<file path="src/rtl/axis_sum_arbiter.sv">
// ============================================================================
// axis_sum_arbiter
//
// Purpose:
//   Several AXI-Stream channels each present an operand pair (A, B). A channel
//   is eligible only when both of its operand streams are valid. One eligible
//   channel per cycle is granted round-robin, both operands are consumed
//   together, and (A + B) mod 2^W is loaded into a single-slot registered
//   output stage together with the index of the granted channel.
//
// Optional feature:
//   AXIS_SUM_ARBITER_CARRY_EN  - when defined, adds output m_axis_tuser which
//                                carries the carry-out of A + B, registered
//                                alongside m_axis_tdata. When undefined the
//                                port does not exist and the carry is dropped.
//
// Parameters:
//   PAR_WDATA_BYTE  operand/sum width in bytes (1..2), W = 8*PAR_WDATA_BYTE
//   PAR_NUM_CH      number of operand-pair channels (2..8)
//
// Ports:
//   aclk           in   clock, rising edge
//   aresetn        in   reset, asynchronous assert, active-low
//   s_axis_tdata   in   [PAR_NUM_CH][2][W]  operand A (idx 0) / B (idx 1)
//   s_axis_tvalid  in   [PAR_NUM_CH][2]     valid per operand stream
//   s_axis_tready  out  [PAR_NUM_CH][2]     ready per operand stream
//   m_axis_tdata   out  [W]                 registered sum
//   m_axis_tdest   out  [IW]                channel that produced the sum
//   m_axis_tvalid  out  1                   output valid
//   m_axis_tuser   out  1                   carry-out (only with CARRY_EN)
//   m_axis_tready  in   1                   downstream ready
// ============================================================================
module axis_sum_arbiter #(
    parameter int PAR_WDATA_BYTE = 2,
    parameter int PAR_NUM_CH     = 4,
    localparam int W             = 8 * PAR_WDATA_BYTE,
    localparam int IW            = $clog2(PAR_NUM_CH)
) (
    input  logic                               aclk,
    input  logic                               aresetn,
    input  logic [PAR_NUM_CH-1:0][1:0][W-1:0]  s_axis_tdata,
    input  logic [PAR_NUM_CH-1:0][1:0]         s_axis_tvalid,
    output logic [PAR_NUM_CH-1:0][1:0]         s_axis_tready,
    output logic [W-1:0]                       m_axis_tdata,
    output logic [IW-1:0]                      m_axis_tdest,
    output logic                               m_axis_tvalid,
`ifdef AXIS_SUM_ARBITER_CARRY_EN
    output logic                               m_axis_tuser,
`endif
    input  logic                               m_axis_tready
);

    // Candidate index arithmetic needs one spare bit so ptr + offset
    // cannot wrap before the explicit modulo-PAR_NUM_CH correction.
    localparam int CW = IW + 1;

    typedef enum logic {
        ST_EMPTY = 1'b0,
        ST_FULL  = 1'b1
    } state_t;

    // ------------------------------------------------------------------------
    // Declarations
    // ------------------------------------------------------------------------
    state_t                  r_state;
    state_t                  w_state_next;
    logic                    r_rst_done;     // low for the first cycle after release
    logic [IW-1:0]           r_rr_ptr;       // highest-priority channel for next grant
    logic [W-1:0]            r_tdata;
    logic [IW-1:0]           r_tdest;
`ifdef AXIS_SUM_ARBITER_CARRY_EN
    logic                    r_tuser;
`endif

    logic                    w_can_load;
    logic [PAR_NUM_CH-1:0]   w_elig;
    logic [IW-1:0]           w_cand_idx [PAR_NUM_CH];
    logic                    w_pick_vld;
    logic [IW-1:0]           w_pick_idx;
    logic                    w_grant_vld;
    logic [IW-1:0]           w_grant_idx;
    logic [IW-1:0]           w_ptr_next;
    logic [W-1:0]            w_op_a;
    logic [W-1:0]            w_op_b;
`ifdef AXIS_SUM_ARBITER_CARRY_EN
    logic [W:0]              w_sum;
`else
    logic [W-1:0]            w_sum;
`endif

    // ------------------------------------------------------------------------
    // Eligibility: both operand streams of a channel must be valid.
    // ------------------------------------------------------------------------
    for (genvar gi = 0; gi < PAR_NUM_CH; gi++) begin : g_elig
        assign w_elig[gi] = s_axis_tvalid[gi][0] & s_axis_tvalid[gi][1];
    end

    // ------------------------------------------------------------------------
    // Round-robin candidate order: candidate k is (r_rr_ptr + k) mod N.
    // Works for non-power-of-two channel counts.
    // ------------------------------------------------------------------------
    for (genvar gi = 0; gi < PAR_NUM_CH; gi++) begin : g_cand
        logic [CW-1:0] w_raw;
        assign w_raw          = {1'b0, r_rr_ptr} + CW'(gi);
        assign w_cand_idx[gi] = (w_raw >= CW'(PAR_NUM_CH))
                              ? IW'(w_raw - CW'(PAR_NUM_CH))
                              : w_raw[IW-1:0];
    end

    // Scan candidates from lowest to highest priority so the
    // highest-priority eligible candidate is the last one written.
    always_comb begin
        w_pick_vld = 1'b0;
        w_pick_idx = '0;
        for (int k = PAR_NUM_CH - 1; k >= 0; k--) begin
            if (w_elig[w_cand_idx[k]]) begin
                w_pick_vld = 1'b1;
                w_pick_idx = w_cand_idx[k];
            end
        end
    end

    // A grant needs room in the slot and is suppressed in the first
    // cycle after reset release.
    assign w_grant_vld = w_pick_vld & w_can_load & r_rst_done;
    assign w_grant_idx = w_pick_idx;
    assign w_ptr_next  = (w_grant_idx == IW'(PAR_NUM_CH - 1)) ? '0
                                                              : w_grant_idx + IW'(1);

    // Both operand streams of the granted channel are acknowledged together.
    for (genvar gi = 0; gi < PAR_NUM_CH; gi++) begin : g_ready
        assign s_axis_tready[gi] = {2{w_grant_vld && (w_grant_idx == IW'(gi))}};
    end

    // ------------------------------------------------------------------------
    // Adder on the granted channel's operands
    // ------------------------------------------------------------------------
    assign w_op_a = s_axis_tdata[w_grant_idx][0];
    assign w_op_b = s_axis_tdata[w_grant_idx][1];
`ifdef AXIS_SUM_ARBITER_CARRY_EN
    assign w_sum  = {1'b0, w_op_a} + {1'b0, w_op_b};
`else
    assign w_sum  = w_op_a + w_op_b;
`endif

    // ------------------------------------------------------------------------
    // Output slot FSM: state register
    // ------------------------------------------------------------------------
    always_ff @(posedge aclk or negedge aresetn) begin
        if (!aresetn) begin
            r_state <= ST_EMPTY;
        end else begin
            r_state <= w_state_next;
        end
    end

    // Output slot FSM: next-state logic
    always_comb begin
        w_state_next = r_state;
        case (r_state)
            ST_EMPTY: begin
                if (w_grant_vld) begin
                    w_state_next = ST_FULL;
                end
            end
            ST_FULL: begin
                // Drain with no refill empties the slot; a refill keeps it full.
                if (m_axis_tready && !w_grant_vld) begin
                    w_state_next = ST_EMPTY;
                end
            end
            default: w_state_next = ST_EMPTY;
        endcase
    end

    // Output slot FSM: outputs
    always_comb begin
        w_can_load    = 1'b0;
        m_axis_tvalid = 1'b0;
        case (r_state)
            ST_EMPTY: begin
                w_can_load    = 1'b1;
                m_axis_tvalid = 1'b0;
            end
            ST_FULL: begin
                w_can_load    = m_axis_tready;
                m_axis_tvalid = 1'b1;
            end
            default: begin
                w_can_load    = 1'b0;
                m_axis_tvalid = 1'b0;
            end
        endcase
    end

    // ------------------------------------------------------------------------
    // Reset-release qualifier
    // ------------------------------------------------------------------------
    always_ff @(posedge aclk or negedge aresetn) begin
        if (!aresetn) begin
            r_rst_done <= 1'b0;
        end else begin
            r_rst_done <= 1'b1;
        end
    end

    // ------------------------------------------------------------------------
    // Payload registers and round-robin pointer; all change only on a grant,
    // so a stalled slot holds its contents.
    // ------------------------------------------------------------------------
    always_ff @(posedge aclk or negedge aresetn) begin
        if (!aresetn) begin
            r_tdata  <= '0;
            r_tdest  <= '0;
            r_rr_ptr <= '0;
        end else if (w_grant_vld) begin
            r_tdata  <= w_sum[W-1:0];
            r_tdest  <= w_grant_idx;
            r_rr_ptr <= w_ptr_next;
        end
    end

`ifdef AXIS_SUM_ARBITER_CARRY_EN
    always_ff @(posedge aclk or negedge aresetn) begin
        if (!aresetn) begin
            r_tuser <= 1'b0;
        end else if (w_grant_vld) begin
            r_tuser <= w_sum[W];
        end
    end

    assign m_axis_tuser = r_tuser;
`endif

    assign m_axis_tdata = r_tdata;
    assign m_axis_tdest = r_tdest;

endmodule
</file>
<file path="config.mk">
export PLATFORM = sky130hd
export DESIGN_NAME = axis_sum_arbiter
export DESIGN_NICKNAME = d
export VERILOG_FILES = /design/src/rtl/axis_sum_arbiter.sv
export SDC_FILE = /design/constraint.sdc
export NUM_CORES = 1
export LEC_CHECK = 0
export BUFFER_PORTS_ARGS = -buffer_cell sky130_fd_sc_hd__buf_2
export CORE_ASPECT_RATIO = 0.7
export CORE_MARGIN = 2
export CORE_UTILIZATION = 40
export CTS_CLUSTER_SIZE = 14
export DETAILED_ROUTE_END_ITERATION = 7
export HOLD_SLACK_MARGIN = 0.12
export MAX_ROUTING_LAYER = met4
export PLACE_DENSITY_LB_ADDON = 0.08
export SYNTH_ARGS = -nofsm -noshare
export SYNTH_HDL_FRONTEND = slang
export SYNTH_SLANG_ARGS = --single-unit
</file>
<file path="constraint.sdc">
create_clock -name aclk -period 3.6 [get_ports aclk]
set_input_delay 0.18 -clock aclk [delete_from_list [all_inputs] [get_ports aclk]]
set_output_delay 0.18 -clock aclk [all_outputs]
set_load 0.01 [all_outputs]
</file>
Word level (Yosys, flattened, before mapping). Cells that the tools add are included. W data, S select, Z words.

Word-level logic and storage cells: 68. Register bits: 22. Input bits: 139.

Muxes and demuxes: 28. Magnitude comparators: 9. Equal/unequal tests: 3. Reductions and logical operators: 7. Add/sub/neg operators: 9. Bitwise operators: 7.

Operator list (number): $bmux W32 S2 (1); $mux W32 (1); $mux W2 (9); $add A16 B16 Y16 (1); $lt A2 B3 Y1 const B (5); $mux W1 (10); $ge A3 B3 Y1 const B (3); $bmux W1 S2 (4); $sub A2 B1 Y2 const B (4); $add A2 B2 Y3 const B (2); $and A1 B1 Y1 (6); $pmux W1 S2 (3); $logic_and A1 B1 Y1 (5); $eq A2 B2 Y1 const B (2); $add A2 B1 Y3 const B (1); $ge A2 B3 Y1 const B (1); $add A2 B1 Y2 const B (1); $eq A2 B1 Y1 const B (1); $logic_not A2 Y1 (1); $logic_not A1 Y1 (1); $not A1 Y1 (1).

Longest topological paths before layout. Gate-level depths: netlist of the first run.

Depth after elaboration: 15. Gate-level depth with buffers: 17. Gate-level depth less buffers: 16.

Worst setup path after synthesis of the first run. Ideal clock, no wire load.

Path type: register to register. Start: register r_rr_ptr[1]. End: register r_tdata[14] (netlist: m_axis_tdata[14]). Period minus slack after synthesis: 3501 ps. Arrival: 3366 ps. Slack: 99 ps. Required time: 3465 ps. Cell stages (with the launch flop): 17. Buffers on the path: 2. Library setup time: 135 ps. Cells stage by stage: dfrtp_1 or3_1 o221a_2 buf_6 buf_4 nand2_1 and3_1 a31oi_1 ha_1 fa_1 a21o_1 a21o_1 a2111oi_4 o31ai_2 nor3_2 mux2i_1 o311ai_1.

Word-level cells in the longest chain between the ends: 12. Elaborated cells between the ends (all ways): 36.

RTL lines: start, declared (line 68) `logic [IW-1:0] r_rr_ptr;`; start signal, assigned (line 219) `r_rr_ptr <= w_ptr_next;`; $add A2 B2 Y3 (line 104) `assign w_raw = {1'b0, r_rr_ptr} + CW'(gi);`; $ge A3 B3 Y1 / $sub A2 B1 Y2 (equally long branches) (line 105, 106); $mux W2 (line 106) `? IW'(w_raw - CW'(PAR_NUM_CH))`; $bmux W1 S2 (line 116) `if (w_elig[w_cand_idx[k]]) begin`; $mux W1 (not written as such) (line 116); $mux W2 (4 in series) (line 116); $bmux W32 S2 (line 138, 139); $mux W32 (not written as such) (line 139) `assign w_op_b = s_axis_tdata[w_grant_idx][1];`; $add A16 B16 Y16 (line 143) `assign w_sum = w_op_a + w_op_b;`; end signal, assigned (line 217) `r_tdata <= w_sum[W-1:0];`; end, declared (line 69) `logic [W-1:0] r_tdata;`.

Several ways; a longest one is shown, not always the timed one. The select of a mux whose other input is x is not followed. A chain may end at the register's enable or synchronous reset.

Final worst setup path of the first run. Ends and elaborated chain as after synthesis.

==> metrics list, run 1 <==
- Drt first pass iters: 4
- Counting flops and latches in the post-synthesis netlist gives 22.
- Status: finished clean
* Leakage component of the power: 2.106 nW
- Timing analysis after detailed placement gives a worst setup slack of -0.01423 ns.
- The finished cells cover 3850 um2.
* Standard cell area after detailed placement: 3638 um2
- The clock drives 22 sinks.
- Synthesized net count: 552
* Crit end category: flip-flop
- Count of pins over their slew limit: 0
- The cell count after synthesis came out at 393.
- TritonCTS built the clock tree.
- Walking the worst path, the cells encountered are a32o_1 -> a21oi_2 -> o221a_4 -> clkinv_4 -> buf_6 -> nand2_1 -> and3_1 -> a31oi_1 -> fa_2 -> a21o_1 -> a21o_1 -> a2111oi_4 -> o31ai_2 -> nor3_2 -> mux2i_1 -> o311ai_1.
* Number of violations reported at the end of detailed-routing iteration 0: 151
- Most used cells in the layout excluding fill and tap cells: 165 x sky130_fd_sc_hd__buf_2, 150 x sky130_fd_sc_hd__nand2_1, 31 x sky130_fd_sc_hd__and3_1
* Critical path fanouts, max: 7
- The worst hold path belongs to the class in -> reg.
- Tmin final: 3.481 ns
- Number of cells on the worst reg-to-reg path: 16
- FFs w/ async S/R, synth: 100.0%
* Delay of the slowest cell on the worst path: 0.43 ns
- Clock insertion delay at the later pin of the skew report: 0.26 ns
- Top area cells in the synthesized netlist: sky130_fd_sc_hd__nand2_1 21%, sky130_fd_sc_hd__dfrtp_1 21%, sky130_fd_sc_hd__ha_1 8.9%
- Placed wire-length estimate: 7279 um
* DRC violation count after routing: 0
- Of the cells placed in the final design, the portion with a size suffix greater than 1 is 39.12%.
* Buffer depth of the longest clock path: 2
* Most common cell after layout, fill and taps aside: sky130_fd_sc_hd__buf_2
- Compared with the post-synthesis result, the final layout area differs by 44.53%.
- Global-route wire length before repair: 13450 um
- A synthesized cell averages 6.778 um2.
* Share of the synthesized area in the top cell type: 21.28%
* Routability cong.: 0.9206
* FP Rows: 24
- Io pins: 166
- Required time reported for the critical path endpoint: 3.73 ns
- Number of antenna violations at the first check in global routing: 0
- FF-to-FF setup slack: 0.12 ns
- In this run the standard cell core region covers 6336 um2.
- Area of the multi-input gates: 1949 um2
* Net count reported at finish: 730
* Routed wire length per instance: 13.47 um
- The most numerous cell type found on the critical path is sky130_fd_sc_hd__a21o_1.
- Buffers inserted during clock tree synthesis total 3.
- Final period util: 96.70%
- For this design the ratio of total power to cell area is 586.1 nW/um2.
- Setup repair after global routing could not meet its margin everywhere.
* Terminus of the critical flop-to-flop path: m_axis_tdata[14]$_DFFE_PN0P_
* Max Clk Rate: 287.3 MHz
- Final setup violation count: 0
- The worst-case IR drop observed on VDD is 255.6 uV.
- The worst setup path is of the reg -> reg kind.
* Mapped Area: 2664 um2
- In this run the vertical extent of the chip is 72.28 um.
- Slack of the critical path: 0.1189 ns
- The detailed router placed 3332 vias in this run.
- Hold Path Cell Cnt: 3
- Summed over all instances, the cell type with the most area after synthesis is sky130_fd_sc_hd__nand2_1.
* Critical Path Start Type: flip-flop
* Sequential element share of the synthesized area: 20.67%
* Number of endpoints with negative hold slack in the final report: 0
- Min-Delay Endpoint: r_state$_DFF_PN0_
- Number of distinct standard cells referenced by the synthesized netlist: 45
* Clock slew at the register clock pins of the worst setup and hold paths: 0.08 ns
- Entering global routing, the biggest net connects 44 pins.
* Filler instances: 630
* Clock root buffer master: sky130_fd_sc_hd__clkbuf_8
- Overall track demand over capacity in global routing: 22.93%
- Wire length after detailed routing: 8901 um
* Final worst clock skew: 0.002487 ns
* Antenna cell count: 0
- Dividing the detail-routed via count by the number of cells gives 5.041.
* Post-synth top flop: sky130_fd_sc_hd__dfrtp_1
- The slowest stage of the critical path is the sky130_fd_sc_hd__fa_2 cell.
* # H-tree levels: 1
- GRT overflow: 0
- Residual antenna-violating net count after detailed routing: 0
- Data arrival time of the critical path: 3.62 ns
- In this run, synthesis inferred 0 flip-flops with an integrated enable.
- Initial Util: 42.04%
- Count of buffers inserted at the top-level ports: 165
* Sequential Area: 550.5 um2
* Hold Crit Start: m_axis_tready
- The die covers 7338 um2.
- Via count of the first global-routing pass: 2978
* Count of warnings emitted by yosys: 0
* Crit Reg-Reg Startpoint: r_rr_ptr[1]$_DFFE_PN0P_
- Chip width: 101.5 um
* # Max-Cap Violations: 0
## worst max-delay path, delay by kind of cell (launching register included)
kind                     cells  cell delay [ns]
AND/OR/NAND/NOR              3             0.33
multiplexers                 1             0.22
AO/OA/AOI/OAI                9             1.73
flip-flops                   1             0.41
buffers and inverters        2             0.24
adder cells (fa/ha/maj)      1             0.43
## logic make-up (layout without fill, tap and decap cells)
logic type,Yosys count,count (layout),synth area share [%]
compound gates,82,82,20.34
xor+xnor,17,17,5.590
fa+ha+maj,20,20,9.676
buf+inv,37,214,7.515
flops,22,22,20.67
mux,6,6,2.442
other cells,1,1,0.1408
simple gates,208,208,33.63
## cell type report
type / count / area share [%]
timing repair buffer: 200 / 29.51
multi-input combinational: 334 / 50.63
sequential: 22 / 14.30
tap: 91 / 2.957
clock buffer: 4 / 1.430
inverter: 10 / 1.170
## worst max path at each step
stage                     slack [ns]  cells after the start                     from                      endpoint
final                           0.12                     16  r_rr_ptr[1]$_DFFE_PN0P_  m_axis_tdata[14]$_DFFE_PN0P_
after global routing           -0.06                     16  r_rr_ptr[1]$_DFFE_PN0P_  m_axis_tdata[14]$_DFFE_PN0P_
after CTS                       0.02                     16  r_rr_ptr[1]$_DFFE_PN0P_  m_axis_tdata[14]$_DFFE_PN0P_
after detailed placement       -0.01                     16  r_rr_ptr[1]$_DFFE_PN0P_  m_axis_tdata[14]$_DFFE_PN0P_
after global placement          0.08                     16  r_rr_ptr[1]$_DFFE_PN0P_  m_axis_tdata[14]$_DFFE_PN0P_
after floorplan                  0.1                     16  r_rr_ptr[1]$_DFFE_PN0P_  m_axis_tdata[14]$_DFFE_PN0P_
## through the flow
stage          utilization, %  TNS (ns)  power (mW)  hold slack (ns)  instances
2_1_floorplan               -         0       1.440          -0.1156        393
3_3_place_gp            57.43         0       1.954           0.1649        646
3_5_place_dp            57.43  -0.01423       1.985           0.1714        646
4_1_cts                 58.45         0       2.167           0.1991        651
5_1_grt                 60.76   -0.1193       2.468           0.2306        661
6_report                60.76         0       2.257           0.1929        661
## Yosys cell counts, types with 2 or more instances
master and number:
sky130_fd_sc_hd__a21o_1 5, sky130_fd_sc_hd__a21oi_1 11, sky130_fd_sc_hd__a31oi_1 30, sky130_fd_sc_hd__and3_1 31, sky130_fd_sc_hd__buf_2 6, sky130_fd_sc_hd__buf_4 5
sky130_fd_sc_hd__buf_6 4, sky130_fd_sc_hd__clkbuf_1 12, sky130_fd_sc_hd__dfrtp_1 22, sky130_fd_sc_hd__ha_1 19, sky130_fd_sc_hd__inv_1 8, sky130_fd_sc_hd__mux2_2 4
sky130_fd_sc_hd__mux2i_1 2, sky130_fd_sc_hd__nand2_1 151, sky130_fd_sc_hd__nand3_1 7, sky130_fd_sc_hd__nand4_1 3, sky130_fd_sc_hd__nor2_1 10, sky130_fd_sc_hd__o21ai_0 18
sky130_fd_sc_hd__o21ai_1 3, sky130_fd_sc_hd__o21bai_1 2, sky130_fd_sc_hd__xnor2_1 8, sky130_fd_sc_hd__xor2_1 9
## registers in the layout (all words and copies together), names as in the netlist
name	count
m_axis_tdata	16
m_axis_tdest	2
r_rr_ptr	2
r_rst_done	1
r_state	1
## what timing repair did
| item | CTS | global route |
|---|---|---|
| gates cloned | 0 | 1 |
| pin swaps | 2 | 18 |
| hold endpoints to repair | 22 | 0 |
| setup endpoints to repair | 1 | 5 |
| gates resized for setup | 0 | 18 |
| hold buffers | 1 | 0 |
| buffers inserted | 0 | 10 |
## power by group
| group | switching [mW] | total [mW] | internal, mW |
|---|---|---|---|
| clock network | 0.0767 | 0.174 | 0.0973 |
| registers | 0.0559 | 0.407 | 0.351 |
| logic | 0.886 | 1.68 | 0.789 |
| total | 1.02 | 2.26 | 1.24 |
## routing by layer
| layer | vias up | track usage [%] | wire (um) |
|---|---|---|---|
| li1 | 1703 | - | - |
| met3 | 4 | 2.601 | 529 |
| met4 | 0 | 1.952 | 34 |
| met5 | - | - | 0 |
| met1 | 1498 | 32.58 | 4118 |
| met2 | 127 | 36.70 | 4219 |
Note: power is estimated with default switching activity, not from simulation.
==> inputs of run 2 (changes only) <==
--- a/config.mk
+++ b/config.mk
@@ -13,7 +13,7 @@
 export DETAILED_ROUTE_END_ITERATION = 7
 export HOLD_SLACK_MARGIN = 0.12
 export MAX_ROUTING_LAYER = met4
-export PLACE_DENSITY_LB_ADDON = 0.08
+export PLACE_DENSITY = 0.79
 export SYNTH_ARGS = -nofsm -noshare
 export SYNTH_HDL_FRONTEND = slang
 export SYNTH_SLANG_ARGS = --single-unit
==> run 2 against run 1 <==
  * Total power is 6.5% higher
  * Sequential share of layout area is 0.46 points lower
  * Critical path depth is 1 higher
  * Clock power is 31% higher
  * Fmax is 2.1% lower
  * Global-route usage is 0.73 points higher
  * Worst hold slack better by 0.0094 ns
  * Register-to-register slack worse by 0.08 ns
  * First-iteration DRC count is 2.0% lower
  * Combinational power is 5% higher
  * Setup slack worse by 0.076 ns
  * Critical path type unchanged
  * Largest cell class unchanged
  * Largest power group unchanged
==> metrics list, run 2 (synthesized netlist as in run 1, its figures left out) <==
- The count of buffers added on input and output ports is 165.
- Cell internal power was estimated by the tool at 1.319 mW.
* Number of violations reported at the end of detailed-routing iteration 0: 148
* Slack of the critical path: 0.04261 ns
- Subtracting the final worst setup slack from the clock period gives 3.557 ns.
- Of all nets on the critical path, the largest fanout is 6.
- For the final routed database, the setup TNS stands at 0 ns.
* Final worst clock skew: 0.001712 ns
* Required time reported for the critical path endpoint: 3.75 ns
- # Max-Cap Violations: 0
* Instance count after placement with tap cells included: 645
* Final period util: 98.82%
* Clock insertion delay at the later pin of the skew report: 0.26 ns
- Maximum number of pins on one net before global-route repair: 46
- Clock Power Share: 9.5%
- From synthesis to final layout, the design area changed by 49.32%.
* Share of total power in sequential cells: 16.9%
- Final core utilization: 62.78%
- Via count: 3437
- Power Dens Cells: 604.4 nW/um2
- TritonCTS built the clock tree.
* Net switching share of the total power: 45.11%
* Core footprint: 6336 um2
- Net count reported at finish: 730
- Data arrival time of the critical path: 3.71 ns
* Post-route worst hold slack: 0.2023 ns
- Type of the worst setup path: reg -> reg
* Final setup violation count: 0
* Peak supply drop: 272.9 uV
- The number of antenna diodes in the final layout is 0.
* Critical Path Start Type: flip-flop
- Share of total power in combinational logic: 73.6%
- Setup repair after global routing could not meet its margin everywhere.
* GRT overflow: 0
- Via count normalized by instance count: 5.200
- The pre-antenna-repair detailed-routing pass consisted of 4 iterations.
- In this run the register-to-register setup slack is 0.04 ns.
- Crit end category: flip-flop
- Post-route total power: 2.404 mW
- The max-slew violation total from the final report is 0.
- Die area: 7338 um2
* Dpl ws: -0.01151 ns
- P_sw: 1.085 mW
- The die is 101.5 um wide.
- The floorplan has 24 rows.
- The tree built by TritonCTS fans out to 22 sinks.
- Clock tree synthesis selected as its root buffer the cell sky130_fd_sc_hd__clkbuf_8.
- DRC violation count after routing: 0
- From bottom edge to top edge, the die measures 72.28 um.
* Leakage component of the power: 2.130 nW
- CTS built an H-tree with a depth of 1.
- Tightest Hold Check Type: in -> reg
* Most used cells in the layout excluding fill and tap cells: 165 x sky130_fd_sc_hd__buf_2, 148 x sky130_fd_sc_hd__nand2_1, 27 x sky130_fd_sc_hd__and3_1
- Global routing consumed, over all layers together, 23.66% of the routing resources.
- The register with the most flip-flops in the layout has 16 of them.
- Counting along the longest clock path gives a buffer depth of 2.
- Via count of the first global-routing pass: 2946
* Post-route cell area: 3978 um2
- Most common cell after layout, fill and taps aside: sky130_fd_sc_hd__buf_2
- The number of clock buffers added by TritonCTS is 3.
- Initial Util: 42.04%
- Global-route wire length before repair: 13610 um
- Measured against its own limit, the worst slew margin works out to 63.60%.
* Number of antenna violations at the first check in global routing: 0
* Routed wire length per instance: 14.26 um
- Static timing analysis puts the maximum clock frequency at 281.1 MHz.
- Delay of the slowest cell on the worst path: 0.44 ns
- On the critical path, the stage with the largest delay is an instance of sky130_fd_sc_hd__a2111oi_4.
- The number of buffers and inverters on the critical path is 3.
- Gate family responsible for the most delay along the worst path: compound AO/OA/AOI/OAI gates
- The final layout contains routed wiring with a total length of 9427 um.
- Standard cell area after detailed placement: 3643 um2
* Status: finished clean
- Routability-driven placement finished with a final weighted congestion of 0.9181.
* Clock slew at the register clock pins of the worst setup and hold paths: 0.08 ns
- Residual antenna-violating net count after detailed routing: 0
* Layout cell share with drive strength beyond 1: 40.70%
- The HPWL after detailed placement is 7419 um.
- Io pins: 166
* Final Non-Filler Cells: 661
- Traced cell by cell, the critical path runs through a32o_1 -> a21oi_2 -> o221a_4 -> clkinv_8 -> buf_8 -> nand2_2 -> and3_4 -> a31oi_4 -> fa_2 -> a21o_1 -> a21o_1 -> a2111oi_4 -> o31ai_4 -> buf_4 -> a21oi_2 -> xor2_1 -> o21ai_1.
- Number of endpoints with negative hold slack in the final report: 0
- Transition time at the pin with the least slew margin: 0.5404 ns
-- run 2: metal layers --
metal,vias to the layer above,track usage (%),routed length (um),share of wire (%)
met5,-,-,0,0
met4,0,2.553,62,0.66
met3,8,4.528,735,7.8
met2,145,36.92,4587,49
met1,1580,33.06,4041,43
li1,1704,-,-,-
-- run 2: power groups by stage --
stage	logic [mW]	clock network (mW)	registers (mW)
after floorplan	0.983	0	0.458
after global placement	1.54	0	0.408
after detailed placement	1.57	0	0.412
after CTS	1.58	0.235	0.407
after global routing	1.93	0.246	0.421
final	1.77	0.228	0.407
-- run 2: area by class of cell --
cell class	count	area, um2
Inverter	10	52.55
Multi-Input combinational cell	334	2026
Timing Repair Buffer	200	1164
Fill cell	564	2359
Sequential cell	22	550.5
Clock inverter	1	30.03
Clock buffer	3	41.29
Tap cell	91	113.9
-- run 2: final timing paths --
| check | start | to | cells after the start |
|---|---|---|---|
| min in group asynchronous | aresetn | m_axis_tdata[5]$_DFFE_PN0P_ | 2 |
| hold / removal | m_axis_tready | r_state$_DFF_PN0_ | 3 |
| setup / recovery | r_rr_ptr[1]$_DFFE_PN0P_ | m_axis_tdata[12]$_DFFE_PN0P_ | 17 |
| hold reg to reg | r_rst_done$_DFF_PN0_ | r_state$_DFF_PN0_ | 2 |
| max in group asynchronous | aresetn | m_axis_tdata[12]$_DFFE_PN0P_ | 2 |
| setup reg to reg | r_rr_ptr[1]$_DFFE_PN0P_ | m_axis_tdata[12]$_DFFE_PN0P_ | 17 |
-- run 2: what timing repair did --
item                                   4_1_cts  5_1_grt
gates resized for setup                      0       37
hold buffers                                 1        0
pin swaps                                    2       13
endpoints found under the hold margin       22        0
cloned                                       0        1
setup buffers                                0       10
setup endpoints to repair                    1        5
-- run 2: worst min-delay path: stages --
cell                       delay, ns
sky130_fd_sc_hd__buf_2          0.07
sky130_fd_sc_hd__nand2b_1       0.12
sky130_fd_sc_hd__nand2_1        0.06
